<file path="config.mk">
export PLATFORM = sky130hd
export DESIGN_NAME = n_bit_alu_flat
export DESIGN_NICKNAME = d
export VERILOG_FILES = /design/src/rtl/n_bit_alu_pkg.sv /design/src/rtl/n_bit_alu_if.sv /design/src/rtl/n_bit_alu_bit_slice.sv /design/src/rtl/n_bit_alu.sv /design/src/flat_wrapper.sv
export SDC_FILE = /design/constraint.sdc
export NUM_CORES = 1
export LEC_CHECK = 0
export ABC_AREA = 1
export CAP_MARGIN = 0
export CORE_MARGIN = 3
export CORE_UTILIZATION = 31
export DETAILED_ROUTE_END_ITERATION = 8
export PLACE_DENSITY = 0.6
export SYNTH_ARGS = -nofsm -noshare
export SYNTH_HDL_FRONTEND = slang
export SYNTH_SLANG_ARGS = --single-unit
export TNS_END_PERCENT = 20
</file>
<file path="constraint.sdc">
create_clock -name clk -period 0.8 [get_ports clk]
set_input_delay 0.12 -clock clk [delete_from_list [all_inputs] [get_ports clk]]
set_output_delay 0.12 -clock clk [all_outputs]
set_load 0.01 [all_outputs]
</file>
<file path="src/rtl/n_bit_alu_pkg.sv">
// Shared definitions for the n-bit ALU: select encodings and their width.
package alu_pkg;

    localparam int unsigned SEL_W = 2;

    typedef enum logic [SEL_W-1:0] {
        SEL_AND = 2'b00,
        SEL_OR  = 2'b01,
        SEL_ADD = 2'b10,
        SEL_SLT = 2'b11
    } sel_e;

endpackage

</file>
<file path="src/rtl/n_bit_alu_if.sv">
// Operand/control and result/flag bundle between the execute-stage muxes and the ALU.
interface n_bit_alu_if
    import alu_pkg::*;
#(
    parameter int n = 32
);
    logic [n-1:0]     a;
    logic [n-1:0]     b;
    logic             cin;
    logic             ainv;
    logic             binv;
    logic [SEL_W-1:0] select;
    logic [n-1:0]     result;
    logic             cout;
    logic             zero;
    logic             overflow;

    modport master (
        output a, b, cin, ainv, binv, select,
        input  result, cout, zero, overflow
    );

    modport slave (
        input  a, b, cin, ainv, binv, select,
        output result, cout, zero, overflow
    );
endinterface

</file>
<file path="src/rtl/n_bit_alu_bit_slice.sv">
// One bit of the ripple-carry ALU. Select 11 returns "less" when ALU_SLT_EN
// is defined, otherwise the XOR of the effective operands.
module alu_bit_slice
    import alu_pkg::*;
(
    input  logic             a,
    input  logic             b,
    input  logic             ainv,
    input  logic             binv,
    input  logic             carry_in,
    input  logic             less,
    input  logic [SEL_W-1:0] select,
    output logic             res,
    output logic             carry_out,
    output logic             sum,
    output logic             overflow
);
    logic aa;
    logic bb;

    assign aa        = ainv ? ~a : a;
    assign bb        = binv ? ~b : b;
    assign sum       = aa ^ bb ^ carry_in;
    assign carry_out = (aa & bb) | (carry_in & (aa ^ bb));
    // Only meaningful in the MSB slice: carry into vs. out of the sign bit.
    assign overflow  = carry_in ^ carry_out;

`ifndef ALU_SLT_EN
    logic unused_less;
    assign unused_less = less;
`endif

    // Per-bit result mux.
    always_comb begin
        res = 1'b0;
        case (sel_e'(select))
            SEL_AND: res = aa & bb;
            SEL_OR:  res = aa | bb;
            SEL_ADD: res = sum;
`ifdef ALU_SLT_EN
            SEL_SLT: res = less;
`else
            SEL_SLT: res = aa ^ bb;
`endif
            default: res = 1'b0;
        endcase
    end
endmodule

</file>
<file path="src/rtl/n_bit_alu.sv">
// n-bit ripple-carry ALU with registered result and flags (one-cycle latency).
// Optional macro ALU_SLT_EN: select 11 is set-less-than; otherwise XOR.
module n_bit_alu
    import alu_pkg::*;
#(
    parameter int n = 32
)(
    input  logic         clk,
    input  logic         rst_n,
    n_bit_alu_if.slave   bus
);
    logic [n:0]   carry;
    logic [n-1:0] result_d;
    logic [n-1:0] result_q;
    logic         cout_d, cout_q;
    logic         ovf_d, ovf_q;
    logic         zero_d, zero_q;
    logic         msb_sum;
    logic         msb_ovf;
    logic         set_lt;
    logic         arith;

    assign carry[0] = bus.cin;

`ifdef ALU_SLT_EN
    assign set_lt = msb_sum ^ msb_ovf;
    assign arith  = (bus.select == SEL_ADD) || (bus.select == SEL_SLT);
`else
    logic unused_msb_sum;
    assign unused_msb_sum = msb_sum;
    assign set_lt = 1'b0;
    assign arith  = (bus.select == SEL_ADD);
`endif

    for (genvar i = 0; i < n; i++) begin : g_slice
        if (i == n - 1) begin : g_msb
            alu_bit_slice u_slice (
                .a        (bus.a[i]),
                .b        (bus.b[i]),
                .ainv     (bus.ainv),
                .binv     (bus.binv),
                .carry_in (carry[i]),
                .less     (1'b0),
                .select   (bus.select),
                .res      (result_d[i]),
                .carry_out(carry[i+1]),
                .sum      (msb_sum),
                .overflow (msb_ovf)
            );
        end else begin : g_lsb
            logic unused_sum;
            logic unused_ovf;
            alu_bit_slice u_slice (
                .a        (bus.a[i]),
                .b        (bus.b[i]),
                .ainv     (bus.ainv),
                .binv     (bus.binv),
                .carry_in (carry[i]),
                .less     ((i == 0) ? set_lt : 1'b0),
                .select   (bus.select),
                .res      (result_d[i]),
                .carry_out(carry[i+1]),
                .sum      (unused_sum),
                .overflow (unused_ovf)
            );
        end
    end

    // Flags: carry/overflow only reported for arithmetic selects.
    always_comb begin
        cout_d = arith ? carry[n] : 1'b0;
        ovf_d  = arith ? msb_ovf : 1'b0;
        zero_d = ~|result_d;
    end

    // Output registers; reset shows a cleared, zero-flagged result.
    always_ff @(posedge clk or negedge rst_n) begin
        if (!rst_n) begin
            result_q <= '0;
            cout_q   <= 1'b0;
            ovf_q    <= 1'b0;
            zero_q   <= 1'b1;
        end else begin
            result_q <= result_d;
            cout_q   <= cout_d;
            ovf_q    <= ovf_d;
            zero_q   <= zero_d;
        end
    end

    assign bus.result   = result_q;
    assign bus.cout     = cout_q;
    assign bus.overflow = ovf_q;
    assign bus.zero     = zero_q;
endmodule

</file>
<file path="src/flat_wrapper.sv">
// flat-port wrapper written by rule: the top's interface ports become plain ports
module n_bit_alu_flat import alu_pkg::*;
#(
    parameter int n = 32
)
  (clk, rst_n, bus_a, bus_b, bus_cin, bus_ainv, bus_binv, bus_select, bus_result, bus_cout, bus_zero, bus_overflow);
  n_bit_alu_if #(.n(n)) bus_i ();
  input  logic clk;
  input  logic rst_n;
  input wire logic [$bits(bus_i.a)-1:0] bus_a;
  input wire logic [$bits(bus_i.b)-1:0] bus_b;
  input wire logic [$bits(bus_i.cin)-1:0] bus_cin;
  input wire logic [$bits(bus_i.ainv)-1:0] bus_ainv;
  input wire logic [$bits(bus_i.binv)-1:0] bus_binv;
  input wire logic [$bits(bus_i.select)-1:0] bus_select;
  output wire logic [$bits(bus_i.result)-1:0] bus_result;
  output wire logic [$bits(bus_i.cout)-1:0] bus_cout;
  output wire logic [$bits(bus_i.zero)-1:0] bus_zero;
  output wire logic [$bits(bus_i.overflow)-1:0] bus_overflow;
  assign bus_i.a = bus_a;
  assign bus_i.b = bus_b;
  assign bus_i.cin = bus_cin;
  assign bus_i.ainv = bus_ainv;
  assign bus_i.binv = bus_binv;
  assign bus_i.select = bus_select;
  assign bus_result = bus_i.result;
  assign bus_cout = bus_i.cout;
  assign bus_zero = bus_i.zero;
  assign bus_overflow = bus_i.overflow;
  n_bit_alu #(.n(n)) u_core (.clk(clk), .rst_n(rst_n), .bus(bus_i));
endmodule
</file>
==> flow_summary.yaml <==
grt:
  grt-ovfl-total: 0
  grt_max_degree: 36
  antenna_found_initial: 0
  grtUsageTotal_pct: 16.8
  grt_pass1_vias: 4501
  grt_first_pass_wirelength_um: 21400
layout:
  syn2layout_area_growth_pct: 58.4
  layout_commonest_cell: "buf_4"
  nets: 931
  drive_above_1_share_pct: 35.6
  nFillCells: 1237
  layout_common_cells: "buf_4, inv_1, nand2_1"
  finalNonFillerCells: 942
  design_area_um2: 6910
placement:
  io_buffers: 105
  place_area_um2: 6630
  gp_congestion: 0.868
  dp_slack_ns: -12.04
  dpl.hpwl_um: 10300
  dp.cells: 922
yosys:
  syn_nets: 699
  synth.distinct_cells: 24
  synth-edff-count: 0
  syn_area_um2: 4360
  yosysWarnings: 0
  synth-simple-area-share_pct: 20.9
  synthArstFlopShare_pct: 100
  synthFlopType: "dfrtp_1"
  synth_mux_area_share_pct: 0
  syn_inst: 532
  synth_top_family_by_area: "adder cells"
  synth-compound-area-share_pct: 0.344
  synth-adder-area-share_pct: 33.0
  yosysSeqAreaShare_pct: 20.1
  ys_ff_latch: 35
  synth-xor-area-share_pct: 12.8
  syn_avg_cell_area_um2: 8.20
setup_path:
  path_max_fanout: 2
  crit_path_start_kind: "primary input"
  crit_arrival_ns: 12.38
  crit_top_cell: "fa_2"
  cpMaxStageDelayCell: "fa_1"
  cp-end-kind: "flip-flop"
  crit_family: "adder cells"
  worstPathRequired_ns: 1.03
  cp_num_buf_inv: 5
  slowest_delay_ns: 0.40
  path_class: "primary input to flip-flop"
  path_depth: 46
timing:
  final_max_slew_viol_count: 0
  period_share_pct: 1520
  fmax_mhz: 82.3
  setup_tns_ns: -218.53
  rsz0062_at_grt: "yes"
  tightest_slew_ns: 0.539
  setup_viol: 70
  fin_crit_ns: 12.15
  hold_viol: 0
  setup_ws_ns: -11.35
  slew_headroom_pct: 64.1
job:
  cap_viol_max_count: 0
route:
  drc_errors: 0
  drt-initial-drc-count: 164
  vias: 4164
  antenna_left: 0
  viasPerCell: 4.42
  dr.pass1.iters: 4
  wire_per_inst_um: 13.8
  wl_um: 13000
power_and_ir_drop:
  p_per_area_nw_per_um2: 1510
  leakage_nw: 3.39
  total_power_mw: 10.4
  irDropWorstVdd_mv: 0.792
clock_tree:
  path_clk_slew_ns: 0.06
  clk_path_buf_depth: 2
  cts_tree: "done"
  clock-sinks: 35
  cts_made_buffers: 5
  htreeDepth: 2
  root_buffer: "clkbuf_16"
min_path:
  min_path_type: "primary input to flip-flop"
  whs_path_depth: 4
floorplan:
  die_area_um2: 15500
  start_util_pct: 32.3
  ios: 106
  row_count: 42
  die_y_um: 125
  die_w_um: 125
  coreArea_um2: 13500
status:
  violations: "setup timing"
  status: "finished with violations"
==> cells by family after synthesis <==
kind of cell	Yosys count
buffers and inverters	132
AOI/OAI and AO/OA	3
DFF	35
and+or+nand+nor	202
xor gates and xnor gates	64
adders and majority gates	96
==> tightest hold or removal path, delay by kind of cell <==
family / cells / cell delay, ns
buffers and inverters: 3 / 0.39
AND/OR/NAND/NOR: 1 / 0.03
==> area by class of cell <==
class                      count  area, um^2  share of cell area (%)
sequential                    35         877                    12.7
tap                          176         220                    3.19
multi-input combinational    365        3180                    46.0
clock inverter                 3        67.6                   0.977
inverter                     105         395                    5.72
antenna                        1        2.50                  0.0362
clock buffer                   5         125                    1.81
timing repair buffer         252        2040                    29.6
==> final timing paths <==
kind,from,endpoint,slack [ns]
worst max-delay path,bus_ainv,u_core.bus.zero,-11.35
worst min-delay path,bus_select[1],u_core.bus.cout,0.29
max in group asynchronous,rst_n,u_core.bus.zero,0.22
min in group asynchronous,rst_n,u_core.bus.result[9],0.33
==> per-stage QoR <==
stage | hold WS (ns) | util, %
global placement | 0.102 | 49.1
CTS | 0.286 | 50.5
global route | 0.327 | 51.2
detailed placement | 0.103 | 49.1
finish | 0.294 | 51.2
floorplan | -0.176 | -
==> sequential cells by signal, summed over array words and instances (netlist names) <==
register	flops
u_core.bus.cout	1
u_core.bus.overflow	1
u_core.bus.result	32
u_core.bus.zero	1
==> synthesized netlist by cell type (2+ instances only) <==
master    number  area share, %
a21oi_1        2           0.23
buf_2         15            1.7
buf_6          5            1.3
clkbuf_1       6           0.52
dfrtp_1       34             20
fa_1          32             15
ha_1          64             18
inv_1        102            8.8
nand2_1       92            7.9
nand3_1       53            6.1
nand4_1       29            4.2
nor2_1        23            2.0
or2_2          2           0.29
xnor2_1       63             13
==> where the power goes <==
group          switching, mW  internal, mW
Combinational           2.66          2.92
Sequential             0.107          2.10
Clock                  0.838          1.79
Total                   3.60          6.81
==> timing repair <==
action	4_1_cts	5_1_grt
pin swaps	42	11
gates resized for setup	185	14
endpoints found under the hold margin	34	0
setup buffers	7	10
hold buffers	1	0
endpoints found under the setup margin	70	70
==> routing by layer <==
layer	global-route usage [%]	vias up	wire [um]
li1	-	2082	-
met1	21.3	1954	5570
met2	29.0	108	6610
met3	2.23	20	502
met4	6.58	0	276
met5	0	-	0
Note: power is estimated with default switching activity, not from simulation.
